## src/rtl/backlight_fade_ctrl.sv

```systemverilog
// backlight_fade_ctrl: ramps the PWM duty code one LSB per prescaler tick toward the effective target; optional auto-dim via IDLE_DIM_EN
module backlight_fade_ctrl #(
   parameter int STEP_DIV      = 4096,
   parameter int DEFAULT_LEVEL = 24,
   parameter int DIM_LEVEL     = 4,
   parameter int IDLE_TIMEOUT  = 1 << 20
) (
   input  logic       CLK,
   input  logic       nRST,
   input  logic       Enable,
   input  logic [4:0] Target_Val,
   input  logic       Target_WR,
   input  logic       Activity,
   output logic [4:0] Duty_Val,
   output logic       Busy,
   output logic       Dimmed
);
   localparam int PW = $clog2(STEP_DIV);
   localparam logic [PW-1:0] PS_MAX = PW'(STEP_DIV - 1);
   localparam logic [4:0] DEF_L = 5'(DEFAULT_LEVEL);
   localparam logic [4:0] DIM_L = 5'(DIM_LEVEL);
   typedef enum logic [1:0] {IDLE, UP, DOWN} state_e;
   logic [PW-1:0] ps_q, ps_d;
   logic [4:0] duty_q, duty_d, tgt_q, tgt_d, et;
   logic dim_q, tick;
   state_e state;
`ifdef IDLE_DIM_EN
   localparam int IW = $clog2(IDLE_TIMEOUT);
   localparam logic [IW-1:0] IDLE_MAX = IW'(IDLE_TIMEOUT - 1);
   logic [IW-1:0] idle_q, idle_d;
   logic dim_d;
   // idle counter runs while lit and undimmed; user activity, writes or disable clear it and undim
   always_comb begin
      idle_d = idle_q;
      dim_d  = dim_q;
      if (!Enable || Activity || Target_WR) begin
         idle_d = '0;
         dim_d  = 1'b0;
      end else if (!dim_q) begin
         if (idle_q == IDLE_MAX) dim_d = 1'b1;
         else idle_d = idle_q + 1'b1;
      end
   end
   // idle counter and dim flag registers
   always_ff @(posedge CLK or negedge nRST) begin
      if (!nRST) begin
         idle_q <= '0;
         dim_q  <= 1'b0;
      end else begin
         idle_q <= idle_d;
         dim_q  <= dim_d;
      end
   end
`else
   logic unused_activity;
   assign unused_activity = Activity;
   assign dim_q = 1'b0;
`endif
   // effective target, ramp direction and next duty; saturation is implicit since ET stays in 0..31
   always_comb begin
      et     = !Enable ? 5'd0 : (dim_q && DIM_L < tgt_q) ? DIM_L : tgt_q;
      state  = duty_q < et ? UP : duty_q > et ? DOWN : IDLE;
      tick   = ps_q == PS_MAX;
      ps_d   = tick ? '0 : ps_q + 1'b1;
      duty_d = !tick ? duty_q : state == UP ? duty_q + 5'd1 : state == DOWN ? duty_q - 5'd1 : duty_q;
      tgt_d  = Target_WR ? Target_Val : tgt_q;
   end
   // prescaler, duty and target registers
   always_ff @(posedge CLK or negedge nRST) begin
      if (!nRST) begin
         ps_q   <= '0;
         duty_q <= 5'd0;
         tgt_q  <= DEF_L;
      end else begin
         ps_q   <= ps_d;
         duty_q <= duty_d;
         tgt_q  <= tgt_d;
      end
   end
   assign Duty_Val = duty_q;
   assign Busy     = nRST && state != IDLE;
   assign Dimmed   = dim_q;
endmodule
```

## config.mk

```make
export PLATFORM = sky130hd
export DESIGN_NAME = backlight_fade_ctrl
export DESIGN_NICKNAME = d
export VERILOG_FILES = /design/src/rtl/backlight_fade_ctrl.sv
export SDC_FILE = /design/constraint.sdc
export NUM_CORES = 1
export LEC_CHECK = 0
export CORE_MARGIN = 2
export CORE_UTILIZATION = 45
export DETAILED_ROUTE_END_ITERATION = 7
export PLACE_DENSITY = 0.78
export SYNTH_ARGS = -nofsm -noshare
export SYNTH_HDL_FRONTEND = slang
export SYNTH_SLANG_ARGS = --single-unit
```

## constraint.sdc

```tcl
create_clock -name CLK -period 4.3 [get_ports CLK]
set_clock_uncertainty 0.05 [all_clocks]
set_input_delay 0.645 -clock CLK [delete_from_list [all_inputs] [get_ports CLK]]
set_output_delay 0.645 -clock CLK [all_outputs]
set_load 0.01 [all_outputs]
```

==> results.tsv, run 1 <==
stage	metric	value	unit
critical_path	r2r_slack	1.69	ns
outcome	status	finished clean	
global_route	grt_usage	14.9	%
global_route	gr-usage-met3	5.12	%
routing	wl	2080	um
floorplanning	dieArea	3090	um^2
synthesis	synth_xor_area_share	9.50	%
finish	area_growth	16.1	%
clock_tree	cts.hold.buffers_added	0	
place	hpwl	1550	um
global_route	antenna_found_initial	0	
synthesis	yosysMostFrequentCell	dfrtp_1	
clock_tree	postCtsSetupBuffers	0	
synthesis	yosys-top-cells-area	dfrtp_1, ha_1, mux2_2, xnor2_1, dfstp_2	
place	io_buffer_count	14	
routing	vias_per_cell	5.50	
synthesis	synthesis.instances	108	
routing	ant_nets	0	
place	postPlaceCellArea	1370	um^2
synthesis	synthMuxAreaShare	6.89	%
synthesis	yosysTopAreaCellShare	41.8	%
clock_tree	tritoncts	done	
clock_tree	clk_pin_slew_worst_paths	0.11	ns
synthesis	ys_async_sr_fraction	100	%
critical_path	endpoint_kind	primary output	
synthesis	ys_top_cells_by_count	dfrtp_1, nand2_1, ha_1, nor2_1, xnor2_1	
timing	max_freq	284	MHz
floorplanning	num_rows	18	
clock_tree	cts.path.max_buffers	2	
timing	hold_ws	0.429	ns
synthesis	synth.largest_area_cell	dfrtp_1	
power_and_ir_drop	ir_drop	0.237	mV
floorplanning	start_util	47.9	%
critical_path	startpoint_type	primary input	
finish	nets	144	
min_path	min_path_type	register to register	
floorplanning	die_h	55.6	um
clock_tree	clock-sinks	22	
finish	drive_gt1_share	13.6	%
synthesis	synthAdderAreaFrac	8.35	%
critical_path	cp_max_fo	5	
global_route	grt_max_degree	24	
timing	setup_tns	0	ns
min_path	whs_path_depth	1	
power_and_ir_drop	leakagePower	0.597	nW
timing	finalCritPeriodShare	82.0	%
synthesis	synth-seq-cells	22	
routing	vias	853	
routing	firstDrtPassIters	4	
power_and_ir_drop	power_density	257	nW/um^2
critical_path	crit_required	3.61	ns
critical_path	crit_type	primary input to primary output	
synthesis	yosys_most_used_dff	dfrtp_1	
synthesis	synth.net_count	126	
clock_tree	cts.repair.resized	0	
critical_path	startpoint	Enable	
synthesis	syn_area	1200	um^2
finish	antennaDiodeCount	0	
run	cap_violations	0	
routing	drt_iter0_drc	21	
timing	min_period	3.52	ns
clock_tree	cts_buffers	3	
timing	slew_viol_final	0	
synthesis	yosys_warnings	0	
floorplanning	fp.dieW	55.6	um
finish	final_area	1390	um^2
clock_tree	clkLatencyLatePin	0.30	ns
critical_path	timing.rr.end	Duty_Val[4]	
min_path	holdPathEnd	ps_q[11]	
synthesis	seq_area_frac_synth	46.1	%
timing	finalWorstSetupSlack	0.776	ns
global_route	use_met1	18.4	%
place	dpl_worst_slack	0.768	ns
routing	drc_errors	0	
clock_tree	htreeDepth	1	
floorplanning	io_pins	17	
synthesis	synthSimpleGateAreaFrac	15.7	%
synthesis	synth_compound_area_share	10.6	%
finish	fillers	223	
synthesis	avgSynthCellArea	11.1	um^2
synthesis	ys_types	32	
synthesis	synth_top_family_by_area	simple AND/OR/NAND/NOR gates	
min_path	hp-start	ps_q[11]	
critical_path	crit_arrival	2.83	ns
timing	finalSetupViolCount	0	
critical_path	r2r-start	tgt_q[4]	
global_route	met2_usage	25.2	%
critical_path	ff2ff_path_depth	11	
global_route	top_usage_layer	met2	
routing	wl_per_cell	13.4	um
synthesis	synth_edf_count	0	
timing	hold_violations	0	
global_route	grt_pass1_wl	3820	um
place	gp_congestion	0.802	
global_route	first_global_vias	890	
timing	rsz0062_at_grt	false	
clock_tree	root_buffer	clkbuf_4	
global_route	overflow	0	
floorplanning	core_area	2500	um^2
area by class of cell:
cell class	count	area (um^2)	area share [%]
multi-input cells	81	616	44.2
flip-flops and latches	22	553	39.7
repair buffers	15	148	10.6
well taps	30	37.5	2.70
clock buffers	4	26.3	1.89
inverters	3	11.3	0.809
critical path: stages:
cell and delay [ns]:
clkdlybuf4s50_1 0.53, nand2_1 0.07, ha_1 0.31, a21oi_1 0.24
o211ai_1 0.19, a21boi_0 0.25, clkdlybuf4s50_1 0.58
placed cells by master (no fill, tap or decap), types with 3 or more instances in the layout:
| cell type | n |
|---|---|
| xor2_1 | 6 |
| xnor2_1 | 7 |
| nand2_1 | 10 |
| ha_1 | 8 |
| nand4_1 | 3 |
| inv_1 | 3 |
| mux2_2 | 6 |
| a21oi_1 | 3 |
| clkdlybuf4s50_1 | 14 |
| nand3_1 | 4 |
| o21ai_0 | 3 |
| clkbuf_4 | 3 |
| nor2_1 | 8 |
| and3_1 | 3 |
| dfrtp_1 | 20 |
how the worst max path moves through the flow:
stage / endpoint / slack [ns]
2_1_floorplan: Duty_Val[4] / 1.82
3_3_place_gp: Busy / 0.84
4_1_cts: Busy / 0.76
3_5_place_dp: Busy / 0.77
6_report: Busy / 0.78
5_1_grt: Busy / 0.56
layer usage:
layer | wire [um] | vias up
met5 | 0 | -
li1 | - | 412
met3 | 123 | 2
met4 | 6 | 0
met1 | 889 | 416
met2 | 1060 | 23
stage by stage:
stage / power [mW] / cells / util, %
after floorplan: 0.246 / 108 / -
after global placement: 0.263 / 151 / 54.6
after detailed placement: 0.265 / 151 / 54.6
after CTS: 0.363 / 155 / 55.7
after global routing: 0.378 / 155 / 55.7
final: 0.358 / 155 / 55.7
cell families (layout without fill, tap and decap cells):
| logic type | after synthesis | after routing |
|---|---|---|
| adders and majority gates | 8 | 8 |
| xor gates and xnor gates | 13 | 13 |
| AOI/OAI and AO/OA | 16 | 16 |
| buffers and inverters | 5 | 22 |
| DFF | 22 | 22 |
| muxes | 7 | 7 |
| and+or+nand+nor | 36 | 36 |
| other | 1 | 1 |
flip-flops by register name, indices dropped and copies added, names as in the netlist:
register,flops
ps_q,12
tgt_q,5
Duty_Val,5
report_power, final:
| part | switching, mW | internal (mW) |
|---|---|---|
| logic | 0.0221 | 0.0237 |
| clock network | 0.0606 | 0.0361 |
| registers | 0.00239 | 0.213 |
| total | 0.0851 | 0.273 |
(Power assumes the default switching activity.)
==> inputs of run 2 (changes only) <==
--- a/config.mk
+++ b/config.mk
@@ -8,7 +8,7 @@
 export CORE_MARGIN = 2
 export CORE_UTILIZATION = 45
 export DETAILED_ROUTE_END_ITERATION = 7
-export PLACE_DENSITY = 0.78
+export PLACE_DENSITY = 0.8
 export SYNTH_ARGS = -nofsm -noshare
 export SYNTH_HDL_FRONTEND = slang
 export SYNTH_SLANG_ARGS = --single-unit
==> constraint.sdc (replaced) <==
create_clock -name CLK -period 2.9 [get_ports CLK]
set_clock_uncertainty 0.05 [all_clocks]
set_input_delay 0.435 -clock CLK [delete_from_list [all_inputs] [get_ports CLK]]
set_output_delay 0.435 -clock CLK [all_outputs]
set_load 0.01 [all_outputs]
==> run 2 against run 1 <==
  * Global-route usage increased by 1.3 points
  * Critical path type is now primary input to register
  * Largest power group unchanged
  * Worst setup slack got worse by 0.52 ns
  * Clock power increased by 82%
  * First-iteration DRC count increased by 33%
  * Flip-flop and latch count unchanged
  * Critical path depth increased by 5
  * Sequential power increased by 48%
  * Register-to-register slack got worse by 1.3 ns
  * Clock-buffer cell count unchanged
==> results.tsv, run 2 (synthesized netlist as in run 1, its figures left out) <==
stage	metric	value	unit
outcome	status	finished clean	
routing	wl	2300	um
critical_path	timing.rr.end	Duty_Val[4]	
finish	largest_reg_flops	12	
floorplanning	start_util	47.9	%
finish	mostFrequentLayoutCell	dfrtp_1	
finish	area_growth	19.3	%
routing	vias	901	
power_and_ir_drop	power	0.568	mW
critical_path	cp-endpoint	Duty_Val[4]	
min_path	min_path_type	register to register	
critical_path	endpoint_kind	register	
routing	vias_per_cell	5.70	
routing	firstDrtPassIters	4	
critical_path	ff2ff_path_depth	11	
critical_path	crit_arrival	2.81	ns
critical_path	crit_type	primary input to register	
global_route	overflow	0	
power_and_ir_drop	leakagePower	0.622	nW
finish	final_area	1430	um^2
finish	antennaDiodeCount	0	
timing	rsz0062_at_grt	false	
run	cap_violations	0	
power_and_ir_drop	power_density	397	nW/um^2
timing	setup_tns	0	ns
finish	finalCoreUtilization	57.2	%
critical_path	cp_max_fo	5	
finish	layout_common_cells	dfrtp_1, clkdlybuf4s50_1, nand2_1	
routing	dr_wl_met3	100	um
global_route	antenna_found_initial	0	
routing	met1Wirelength	945	um
timing	hold_violations	0	
clock_tree	cts.hold.buffers_added	0	
global_route	first_global_vias	881	
place	io_buffer_count	14	
timing	min_period	2.65	ns
critical_path	r2r-start	tgt_q[4]	
routing	wl_met2	1200	um
floorplanning	fp.dieW	55.6	um
power_and_ir_drop	ir_drop	0.356	mV
floorplanning	core_area	2500	um^2
clock_tree	root_buffer	clkbuf_4	
clock_tree	cts.path.max_buffers	2	
finish	nets	147	
critical_path	crit_required	3.07	ns
place	postPlaceCellArea	1390	um^2
clock_tree	clkLatencyLatePin	0.32	ns
clock_tree	clk_pin_slew_worst_paths	0.13	ns
place	hpwl	1730	um
timing	slew_viol_final	0	
clock_tree	cts_buffers	3	
clock_tree	postCtsSetupBuffers	0	
routing	drt_iter0_drc	28	
floorplanning	die_h	55.6	um
floorplanning	num_rows	18	
timing	hold_ws	0.433	ns
global_route	grt_max_degree	23	
timing	max_freq	378	MHz
critical_path	startpoint	Enable	
place	gp_congestion	0.784	
timing	finalSetupViolCount	0	
finish	largest_register	ps_q	
clock_tree	tritoncts	done	
floorplanning	io_pins	17	
floorplanning	dieArea	3090	um^2
critical_path	startpoint_type	primary input	
routing	wl_per_cell	14.6	um
global_route	grt_pass1_wl	3960	um
routing	routed.top_layer	met4	
routing	drc_errors	0	
global_route	grt_usage	16.2	%
clock_tree	clock-sinks	22	
routing	ant_nets	0	
critical_path	r2r_slack	0.38	ns
timing	finalCritPeriodShare	91.3	%
clock_tree	htreeDepth	1	
finish	drive_gt1_share	18.0	%
## run 2: cell types whose count changed in the layout (fill, tap and decap cells not counted), sizes merged
| cell | before | now |
|---|---|---|
| buf | 1 | 4 |
| clkdlybuf4s50 | 14 | 13 |
| dlygate4sd2 | 0 | 1 |
## run 2: per-layer routing
layer | up-vias | track usage [%]
met1 | 448 | 19.1
met2 | 24 | 27.6
met5 | - | 0
met3 | 6 | 4.42
li1 | 423 | -
met4 | 0 | 6.97
## run 2: power by group
group | leakage, nW | internal, mW | switching, mW
clock | 0.0210 | 0.0768 | 0.0991
sequential | 0.274 | 0.316 | 0.00364
combinational | 0.327 | 0.0374 | 0.0357
## run 2: metrics by stage
stage	setup slack, ns	instances
after floorplan	0.553	108
after global placement	-0.0401	154
after detailed placement	-0.126	154
after global routing	0.0319	158
final	0.253	158
after CTS	0.230	158
## run 2: worst min-delay path by stage
stage | endpoint | cells after the start | startpoint
6_report | ps_q[11] | 1 | ps_q[11]
3_5_place_dp | ps_q[11] | 1 | ps_q[11]
4_1_cts | ps_q[11] | 1 | ps_q[11]
2_1_floorplan | Duty_Val[0] | 0 | nRST
3_3_place_gp | ps_q[0] | 1 | ps_q[0]
5_1_grt | Duty_Val[4] | 2 | nRST
## run 2: worst max-delay path, stage by stage
cell and delay (ns):
clkdlybuf4s50_1 0.54, nand2_1 0.08, ha_1 0.33, nand4_1 0.16, o221ai_2 0.25, xor2_1 0.11
ha_1 0.22, nor2_1 0.13, a21boi_0 0.10, o21ai_0 0.20, nand3_2 0.11, xnor2_1 0.14
## run 2: layout make-up
type | instances | area (um^2)
clock buffer | 4 | 36.3
fill | 224 | 1070
timing repair buffer | 18 | 169
inverter | 3 | 11.3
tap | 30 | 37.5
sequential | 22 | 553
multi-input combinational | 81 | 623
## run 2: repair_timing
item                                   in CTS  in global routing
setup endpoints to repair                   1                  1
pin swaps                                   0                  1
resized for setup                           3                  0
endpoints found under the hold margin       0                  0
==> inputs of run 3 (changes only) <==
--- a/config.mk
+++ b/config.mk
@@ -8,6 +8,7 @@
 export CORE_MARGIN = 2
 export CORE_UTILIZATION = 45
 export DETAILED_ROUTE_END_ITERATION = 7
+export GPL_TIMING_DRIVEN = 0
 export PLACE_DENSITY = 0.8
 export SYNTH_ARGS = -nofsm -noshare
 export SYNTH_HDL_FRONTEND = slang
==> run 3 against run 2 <==
  * Core utilization is 1.5 points higher
  * Combinational power grew 5.5%
  * Clock-buffer cell count shrank 1
  * Critical path depth is 5 lower
  * Via count shrank 1.6%
  * Final cell count up 0.63%
  * Wire length did not move
  * Critical endpoint is now Busy
==> results.tsv, run 3 (synthesized netlist as in run 1, its figures left out) <==
stage	metric	value	unit
critical_path	crit_arrival	2.30	ns
routing	vias_per_cell	5.58	
power_and_ir_drop	leakagePower	0.639	nW
floorplanning	core_area	2500	um^2
finish	area_growth	22.4	%
min_path	min_path_type	primary input to async pin	
timing	slew_viol_final	0	
floorplanning	io_pins	17	
floorplanning	fp.dieW	55.6	um
outcome	status	finished clean	
critical_path	cp_max_fo	5	
global_route	grt_max_degree	24	
power_and_ir_drop	power	0.629	mW
critical_path	crit_type	primary input to primary output	
clock_tree	htreeDepth	1	
clock_tree	clkLatencyLatePin	0.31	ns
critical_path	slowest_stage	clkdlybuf4s50_1	
place	dpl_worst_slack	-0.205	ns
clock_tree	cts.path.max_buffers	2	
routing	drc_errors	0	
timing	setup_tns	0	ns
place	hpwl	1630	um
clock_tree	clock-sinks	22	
timing	finalCritPeriodShare	96.0	%
place	placedCellCount	152	
floorplanning	dieArea	3090	um^2
floorplanning	start_util	47.9	%
clock_tree	cts.hold.buffers_added	0	
routing	vias	887	
critical_path	endpoint_kind	primary output	
floorplanning	num_rows	18	
finish	finalCoreUtilization	58.7	%
finish	antennaDiodeCount	0	
global_route	first_global_vias	912	
clock_tree	clk_pin_slew_worst_paths	0.12	ns
place	io_buffer_count	14	
finish	layout_common_cells	dfrtp_1, clkdlybuf4s50_1, nand2_1	
clock_tree	root_buffer	clkbuf_4	
global_route	grt_pass1_wl	3980	um
run	cap_violations	0	
finish	nets	148	
critical_path	startpoint	Enable	
critical_path	crit_required	2.41	ns
critical_path	path_cells	clkdlybuf4s50_1 > nand2_1 > ha_1 > nand4_1 > nor2_1 > a21boi_1 > dlygate4sd2_1	
finish	largest_register	ps_q	
timing	hold_violations	0	
floorplanning	die_h	55.6	um
critical_path	startpoint_type	primary input	
finish	mostFrequentLayoutCell	dfrtp_1	
power_and_ir_drop	power_density	429	nW/um^2
routing	ant_nets	0	
routing	wl	2300	um
global_route	grt_usage	16.1	%
timing	finalWorstSetupSlack	0.117	ns
timing	max_freq	359	MHz
finish	fillers	214	
routing	firstDrtPassIters	4	
routing	drt_iter0_drc	15	
timing	rsz0062_at_grt	false	
place	gp_congestion	0.811	
power_and_ir_drop	ir_drop	0.480	mV
critical_path	max_stage_delay	0.55	ns
clock_tree	cts_buffers	3	
global_route	overflow	0	
global_route	antenna_found_initial	0	
clock_tree	tritoncts	done	
critical_path	r2r-start	tgt_q[4]	
routing	wl_per_cell	14.5	um
timing	min_period	2.78	ns
timing	max_slew.worst_pin.slew	0.961	ns
finish	largest_reg_flops	12	
finish	drive_gt1_share	18.6	%
timing	finalSetupViolCount	0	
timing	max-slew-margin-rel	35.9	%
finish	final_cells	159	
-- run 3: metrics by stage --
stage	instance area (um^2)	hold slack, ns
6_report	1470	0.323
5_1_grt	1470	0.427
4_1_cts	1440	0.364
3_5_place_dp	1380	0.418
3_3_place_gp	1380	0.403
2_1_floorplan	1200	0.0894
-- run 3: what timing repair did --
| action | CTS | global route |
|---|---|---|
| setup endpoints to repair | 1 | 1 |
| pin swaps | 1 | 1 |
| gates resized for setup | 5 | 1 |
| buffers inserted | 1 | 2 |
-- run 3: cell type report --
cell class	instances	area (um^2)	area share [%]
Multi-Input combinational cell	81	634	43.2
Sequential cell	22	553	37.7
Timing Repair Buffer	17	160	10.9
Tap cell	30	37.5	2.56
Clock inverter	1	30.0	2.05
Clock buffer	3	22.5	1.53
Buffer	2	18.8	1.28
Inverter	3	11.3	0.767
-- run 3: path summary, 6_finish.rpt --
path,endpoint,slack [ns],depth (start not counted)
setup reg to reg,Duty_Val[4],0.32,10
min in group CLK,ps_q[0],0.43,1
hold / removal,Duty_Val[3],0.32,1
setup / recovery,Busy,0.12,7
max in group asynchronous,ps_q[0],1.89,1
hold reg to reg,ps_q[0],0.43,1
-- run 3: metal layers --
metal	part of all wire, %	GRT usage, %
met3	6.2	5.81
met2	52	27.0
met4	0.43	5.57
met1	42	19.1
met5	0	0
-- run 3: report_power, final --
part / internal [mW] / switching (mW) / total (mW)
registers: 0.316 / 0.00350 / 0.319
logic: 0.0396 / 0.0375 / 0.0771
clock network: 0.140 / 0.0930 / 0.233
total: 0.495 / 0.134 / 0.629
-- run 3: worst max-delay path, delay by kind of cell --
kind                     cells  cell delay, ns
AO/OA/AOI/OAI                1            0.11
adder cells (fa/ha/maj)      1            0.35
buffers and inverters        2            0.84
AND/OR/NAND/NOR              3            0.56
